File: config.mk
export PLATFORM = sky130hd
export DESIGN_NAME = button_conditioner
export DESIGN_NICKNAME = d
export VERILOG_FILES = /design/src/rtl/btn_cond_pkg.sv /design/src/rtl/button_conditioner_ms_tick_gen.sv /design/src/rtl/button_conditioner.sv
export SDC_FILE = /design/constraint.sdc
export NUM_CORES = 1
export LEC_CHECK = 0
export BUFFER_PORTS_ARGS = -buffer_cell sky130_fd_sc_hd__clkbuf_2
export CAP_MARGIN = 20
export CORE_AREA = 10 10 186 118
export CTS_BUF_LIST = sky130_fd_sc_hd__clkbuf_4
export DETAILED_ROUTE_END_ITERATION = 8
export DIE_AREA = 0 0 196 128
export HOLD_SLACK_MARGIN = 0.06
export PLACE_DENSITY_LB_ADDON = 0.25
export SYNTH_ARGS = -nofsm -noshare
export SYNTH_HDL_FRONTEND = slang
export SYNTH_SLANG_ARGS = --single-unit
File: constraint.sdc
create_clock -name clk -period 3.6 [get_ports clk]
set_input_delay 0.36 -clock clk [delete_from_list [all_inputs] [get_ports clk]]
set_output_delay 0.36 -clock clk [all_outputs]
set_load 0.005 [all_outputs]
File: src/rtl/btn_cond_pkg.sv
// Shared types and elaboration helpers for the multi-channel button conditioner.
package btn_cond_pkg;

    typedef enum logic [1:0] {
        IDLE    = 2'd0,
        PRESSED = 2'd1,
        HELD    = 2'd2
    } btn_state_e;

    // Clock cycles per 1 ms tick.
    function automatic int unsigned tick_div(input int unsigned clock_freq_hz);
        return clock_freq_hz / 1000;
    endfunction

    // Bits needed to hold 0..max_val; never narrower than one bit.
    function automatic int unsigned cnt_width(input int unsigned max_val);
        return (max_val < 1) ? 1 : $clog2(max_val + 1);
    endfunction

    function automatic bit params_ok(input int unsigned clock_freq_hz,
                                     input int unsigned debounce_ms,
                                     input int unsigned hold_ms,
                                     input int unsigned repeat_ms);
        return (clock_freq_hz >= 1000) && (clock_freq_hz % 1000 == 0) &&
               (debounce_ms >= 1) && (hold_ms >= 1) && (repeat_ms >= 1);
    endfunction

endpackage

File: src/rtl/button_conditioner_ms_tick_gen.sv
// Free-running 1 ms prescaler; one tick pulse per wrap, shared by all channels.
module ms_tick_gen
    import btn_cond_pkg::*;
#(
    parameter int unsigned CLOCK_FREQ_HZ = 100_000_000
) (
    input  logic clk,
    input  logic reset_n,
    output logic tick
);

    localparam int unsigned DIV = tick_div(CLOCK_FREQ_HZ);
    localparam int unsigned CW  = cnt_width(DIV - 1);
    localparam logic [CW-1:0] LAST = CW'(DIV - 1);

    logic [CW-1:0] cnt_q, cnt_d;

    assign tick  = (cnt_q == LAST);
    assign cnt_d = tick ? '0 : cnt_q + 1'b1;

    // NOTE: sequential state uses non-blocking assignments so every flop samples pre-edge values.
    always_ff @(posedge clk) begin
        if (!reset_n) cnt_q <= '0;
        else          cnt_q <= cnt_d;
    end

endmodule

File: src/rtl/button_conditioner.sv
// Per-channel synchroniser, tick debouncer, press/release strobes and hold/auto-repeat FSM.
module button_conditioner
    import btn_cond_pkg::*;
#(
    parameter int unsigned NUM_BTNS         = 5,
    parameter int unsigned CLOCK_FREQ_HZ    = 100_000_000,
    parameter int unsigned DEBOUNCE_TIME_MS = 20,
    parameter int unsigned HOLD_TIME_MS     = 500,
    parameter int unsigned REPEAT_TIME_MS   = 100,
    parameter logic [NUM_BTNS-1:0] ACTIVE_LOW_MASK = {NUM_BTNS{1'b0}}
) (
    input  logic                clk,
    input  logic                reset_n,
    input  logic [NUM_BTNS-1:0] btn_in,
    input  logic [NUM_BTNS-1:0] repeat_en,
    output logic [NUM_BTNS-1:0] btn_level,
    output logic [NUM_BTNS-1:0] btn_press,
    output logic [NUM_BTNS-1:0] btn_release,
    output logic [NUM_BTNS-1:0] btn_hold,
    output logic [NUM_BTNS-1:0] btn_repeat
);

    localparam int unsigned DEB_W  = cnt_width(DEBOUNCE_TIME_MS);
    localparam int unsigned HOLD_W = cnt_width(HOLD_TIME_MS);
    localparam int unsigned REP_W  = cnt_width(REPEAT_TIME_MS);
    localparam logic [DEB_W-1:0]  DEB_TERM  = DEB_W'(DEBOUNCE_TIME_MS);
    localparam logic [HOLD_W-1:0] HOLD_TERM = HOLD_W'(HOLD_TIME_MS);
    localparam logic [REP_W-1:0]  REP_TERM  = REP_W'(REPEAT_TIME_MS);

    if (!params_ok(CLOCK_FREQ_HZ, DEBOUNCE_TIME_MS, HOLD_TIME_MS, REPEAT_TIME_MS)) begin : g_param_check
        $error("button_conditioner: CLOCK_FREQ_HZ must be a multiple of 1000 and all times >= 1");
    end

    logic tick;

    ms_tick_gen #(
        .CLOCK_FREQ_HZ(CLOCK_FREQ_HZ)
    ) u_ms_tick (
        .clk    (clk),
        .reset_n(reset_n),
        .tick   (tick)
    );

    for (genvar g = 0; g < NUM_BTNS; g++) begin : g_ch
        logic              sync1_q, sync2_q, sync_p;
        logic              level_q, level_d;
        logic              press_q, press_d, release_q, release_d;
        logic              hold_q, hold_d, repeat_q, repeat_d;
        logic [DEB_W-1:0]  deb_cnt_q, deb_cnt_d, deb_inc;
        logic [HOLD_W-1:0] hold_cnt_q, hold_cnt_d, hold_inc;
        logic [REP_W-1:0]  rep_cnt_q, rep_cnt_d, rep_inc;
        btn_state_e        state_q, state_d;

        assign sync_p   = sync2_q ^ ACTIVE_LOW_MASK[g];
        assign deb_inc  = deb_cnt_q + 1'b1;
        assign hold_inc = hold_cnt_q + 1'b1;
        assign rep_inc  = rep_cnt_q + 1'b1;

        // NOTE: every always_comb output gets a default first, so no path can infer a latch.
        always_comb begin
            level_d   = level_q;
            deb_cnt_d = deb_cnt_q;
            press_d   = 1'b0;
            release_d = 1'b0;
            if (sync_p == level_q) begin
                deb_cnt_d = '0;
            end else if (tick) begin
                if (deb_inc == DEB_TERM) begin
                    level_d   = ~level_q;
                    deb_cnt_d = '0;
                    press_d   = ~level_q;
                    release_d = level_q;
                end else begin
                    deb_cnt_d = deb_inc;
                end
            end
        end

        // Release is handled ahead of the state case so it beats a coincident hold/repeat tick.
        always_comb begin
            state_d    = state_q;
            hold_cnt_d = hold_cnt_q;
            rep_cnt_d  = rep_cnt_q;
            hold_d     = 1'b0;
            repeat_d   = 1'b0;
            if (release_d) begin
                state_d    = IDLE;
                hold_cnt_d = '0;
                rep_cnt_d  = '0;
            end else begin
                case (state_q)
                    IDLE: begin
                        if (press_d) begin
                            state_d    = PRESSED;
                            hold_cnt_d = '0;
                        end
                    end
                    PRESSED: begin
                        if (tick) begin
                            if (hold_inc == HOLD_TERM) begin
                                hold_d     = 1'b1;
                                state_d    = HELD;
                                hold_cnt_d = '0;
                                rep_cnt_d  = '0;
                            end else begin
                                hold_cnt_d = hold_inc;
                            end
                        end
                    end
                    HELD: begin
                        if (!repeat_en[g]) begin
                            rep_cnt_d = '0;
                        end else if (tick) begin
                            if (rep_inc == REP_TERM) begin
                                repeat_d  = 1'b1;
                                rep_cnt_d = '0;
                            end else begin
                                rep_cnt_d = rep_inc;
                            end
                        end
                    end
                    default: begin
                        state_d    = IDLE;
                        hold_cnt_d = '0;
                        rep_cnt_d  = '0;
                    end
                endcase
            end
        end

        // Sync flops reset to the idle pin level so releasing reset never looks like an edge.
        always_ff @(posedge clk) begin
            if (!reset_n) begin
                sync1_q    <= ACTIVE_LOW_MASK[g];
                sync2_q    <= ACTIVE_LOW_MASK[g];
                level_q    <= 1'b0;
                deb_cnt_q  <= '0;
                press_q    <= 1'b0;
                release_q  <= 1'b0;
                hold_q     <= 1'b0;
                repeat_q   <= 1'b0;
                hold_cnt_q <= '0;
                rep_cnt_q  <= '0;
                state_q    <= IDLE;
            end else begin
                sync1_q    <= btn_in[g];
                sync2_q    <= sync1_q;
                level_q    <= level_d;
                deb_cnt_q  <= deb_cnt_d;
                press_q    <= press_d;
                release_q  <= release_d;
                hold_q     <= hold_d;
                repeat_q   <= repeat_d;
                hold_cnt_q <= hold_cnt_d;
                rep_cnt_q  <= rep_cnt_d;
                state_q    <= state_d;
            end
        end

        assign btn_level[g]   = level_q;
        assign btn_press[g]   = press_q;
        assign btn_release[g] = release_q;
        assign btn_hold[g]    = hold_q;
        assign btn_repeat[g]  = repeat_q;
    end

endmodule

==> results.md <==
* Syn nets at 1048
* Synthesis Warnings at 0
* Routed WL per cell at 14.6 µm
* Core Area at between 15000 and 20000 µm²
* Final setup TNS at 0 ns
* R2R Path Start: u_ms_tick.cnt_q[0]$_SDFF_PP0_
* Seq/Total Area, Yosys at 0.407
* Vias per cell at around 5.5
* Crit path launch: u_ms_tick.cnt_q[0]$_SDFF_PP0_
* FF/Latch Area at between 3000 and 4000 µm²
* Die area at 25100 µm²
* GRT overflow at 0
* Initial DRT Pass Iterations at 5
* PD cells at 336 nW/µm²
* Hold Worst Slack at about 0.12 ns
* Iteration-0 DRC Markers at around 710
* Actual slew at the worst max-slew pin at a little under 0.9 ns
* Vias in the first global route at slightly above 6000
* Final-layout fill cell count at ~1800
* LEAKAGE at approximately 0.003 µW
* Clock Skew at between 0.02 and 0.03 ns
* Multi-input logic area at ~4500 µm²
* Global-route wire length before repair at approximately 32000 µm
* Final Hold Fails at 0
* Gr usage total at 0.150
* Clock Sinks at between 150 and 200
* CP Capture Type: flip-flop
* DIE HEIGHT at about 130 µm
* Final-report max-slew violation count at 0
* IO Pins at 37
* Area growth syn-to-layout at 7.33%
* Crit path required time at approximately 4.1 ns
* Final WS setup at between 0.9 and 1 ns
* PnR Total Power at around 3000 µW
* N_diodes at 0
* Pin count of the biggest net entering global routing at 29
* Fin crit period at between 2 and 3 ns
* CTS tree: built
* Mean Syn Cell Area at about 8 µm²
* Nets at 1068
* Crit path DAT at roughly 3.2 ns
* IO buf count at 36
* Status: complete, no violations
* Chip width at 196 µm
* Hold Crit Start: repeat_en[1]
* Drt drc at 0
* Min-delay worst type: input port to flip-flop
* Top FF cell, synth: dfxtp_1
* Count of final setup violators at 0
* Hold path depth at 3
* Site Rows at 39
* Unrepaired setup endpoints after global routing: false
* Post-synthesis cell count at 1020
* Layout cells sized above 1 at 0.0997
* DP HPWL at roughly 13000 µm
* VDD IR max at 0.192 mV
* Worst Reg-to-Reg Cells at 6
* Synthesized area at just over 8000 µm²
* Final worst path period share at 0.743
* Relative max-transition margin at 0.408
* Reg clk slew, reported paths at between 0.1 and 0.15 ns
* Root Driver: clkbuf_4
* Setup Buffers After CTS at 0
* CTS Buffer Depth at 2
* Synth cell types at 65
* Crit path max fanout at 13
* EDFF count, synth at 0
* Post-Route WL at roughly 19000 µm
* CTS Buf Count at 17
* Worst slack, placed at 0.970 ns
* RePlAce Congestion at between 0.8 and 0.9
* MaxCap Viol Count at 0
* ANT nets after route at 0
* Crit path kind: flip-flop to flip-flop
* Fmax at around 370 MHz
* Antenna violations before repair at 0
* Worst Setup Start Kind: flip-flop
* CTS resizes at 0
* CTS H-tree depth at 4
* Initial Utilization at 0.441
* Total number of vias at 7163
* Ys async rst share at 0
* Worst-Skew Late Latency at ~0.6 ns
* Flops & latches, synth at around 170
flip-flops by register name, indices dropped and copies added (netlist names):
| register | flops |
|---|---|
| g_ch.deb_cnt_q | 25 |
| g_ch.hold_cnt_q | 45 |
| g_ch.hold_q | 5 |
| g_ch.level_q | 5 |
| g_ch.press_q | 5 |
| g_ch.release_q | 5 |
| g_ch.rep_cnt_q | 35 |
| g_ch.repeat_q | 5 |
| g_ch.state_q | 10 |
| g_ch.sync1_q | 5 |
| g_ch.sync2_q | 5 |
| u_ms_tick.cnt_q | 17 |
critical path, stage by stage (launching register included):
cell	delay, ns
dfxtp_1	0.39
ha_1	0.24
and4_1	0.32
nand2_1	0.13
or4_1	0.78
or4b_1	0.61
a21oi_1	0.14
stage by stage:
stage	instance area (µm²)	cells	util
after global placement	8510	1261	0.457
after CTS	8830	1299	0.473
final	8830	1299	0.473
after floorplan	8220	1020	-
after detailed placement	8510	1261	0.457
after global routing	8830	1299	0.473
worst paths after layout:
kind | to | slack [ns]
worst max-delay path | g_ch[3].rep_cnt_q[3]$_SDFFE_PP0P_ | 0.93
worst min-delay path | g_ch[1].rep_cnt_q[2]$_SDFFE_PP0P_ | 0.12
worst max register to register | g_ch[3].rep_cnt_q[3]$_SDFFE_PP0P_ | 0.93
worst min register to register | g_ch[3].sync2_q$_SDFF_PN0_ | 0.46
layout by cell type (no fill, tap or decap), types with 7 or more instances in the layout:
| cell type | n |
|---|---|
| and4_1 | 7 |
| nor4b_1 | 7 |
| a21boi_0 | 7 |
| clkbuf_2 | 36 |
| xor2_1 | 24 |
| buf_4 | 16 |
| and3_1 | 22 |
| inv_1 | 15 |
| a21oi_1 | 75 |
| nand2_1 | 114 |
| dfxtp_1 | 167 |
| nand4_1 | 23 |
| nor2b_1 | 30 |
| or3_1 | 16 |
| nand3_1 | 63 |
| nand2b_1 | 8 |
| a31oi_1 | 14 |
| nor4_1 | 7 |
| o21ai_0 | 67 |
| nand3b_1 | 11 |
| nor4bb_1 | 7 |
| nor3_1 | 35 |
| or4_1 | 9 |
| or2_2 | 8 |
| o31ai_1 | 8 |
| clkbuf_4 | 19 |
| and2_1 | 20 |
| ha_1 | 16 |
| nor2_1 | 105 |
layout make-up:
type | instances | share of cell area
Inverter | 15 | 0.00638
Multi-Input combinational cell | 781 | 0.510
Timing Repair Buffer | 58 | 0.0408
Sequential cell | 167 | 0.379
Clock buffer | 19 | 0.0162
Clock inverter | 13 | 0.0128
Tap cell | 246 | 0.0349
power breakdown:
group	leakage, µW	internal [µW]	switching [µW]
Combinational	0.00154	24.0	41.7
Clock	0.000145	311	729
Sequential	0.00135	1860	5.34
logic make-up (layout without fill, tap and decap cells):
logic type	count (synthesis)	after routing	synth area share
muxes	6	6	0.00730
DFF	167	167	0.407
xor gates and xnor gates	30	30	0.0320
AOI/OAI and AO/OA	219	219	0.159
adders and majority gates	16	16	0.0243
and+or+nand+nor	510	510	0.325
buffers and inverters	72	105	0.0458
synthesized netlist by cell type (8+ instances only):
library cell / count / area, µm²
dfxtp_1: 167 / 3340
nand2_1: 114 / 428
nor2_1: 105 / 394
a21oi_1: 75 / 375
o21ai_0: 68 / 340
nand3_1: 63 / 315
nor3_1: 35 / 175
nor2b_1: 30 / 188
buf_4: 25 / 188
xor2_1: 24 / 210
nand4_1: 23 / 144
and3_1: 22 / 138
and2_1: 20 / 125
clkbuf_1: 20 / 75.1
ha_1: 16 / 200
or3_1: 16 / 100
inv_1: 15 / 56.3
a31oi_1: 14 / 87.6
nand3b_1: 11 / 82.6
buf_2: 10 / 50.1
or4_1: 9 / 67.6
nand2b_1: 8 / 50.1
o31ai_1: 8 / 60.1
or2_2: 8 / 50.1
metal layers:
metal	wire, µm	global-route usage	vias to the layer above
li1	-	-	3681
met1	10000	0.225	3295
met2	7630	0.204	166
met3	1030	0.0361	21
met4	223	0.0434	0
met5	0	0	-
what timing repair did:
item | CTS | global route
hold buffers | 6 | 0
hold endpoints to repair | 6 | 0
endpoints found under the setup margin | 0 | 0
Power figures use the tool's default switching activity.
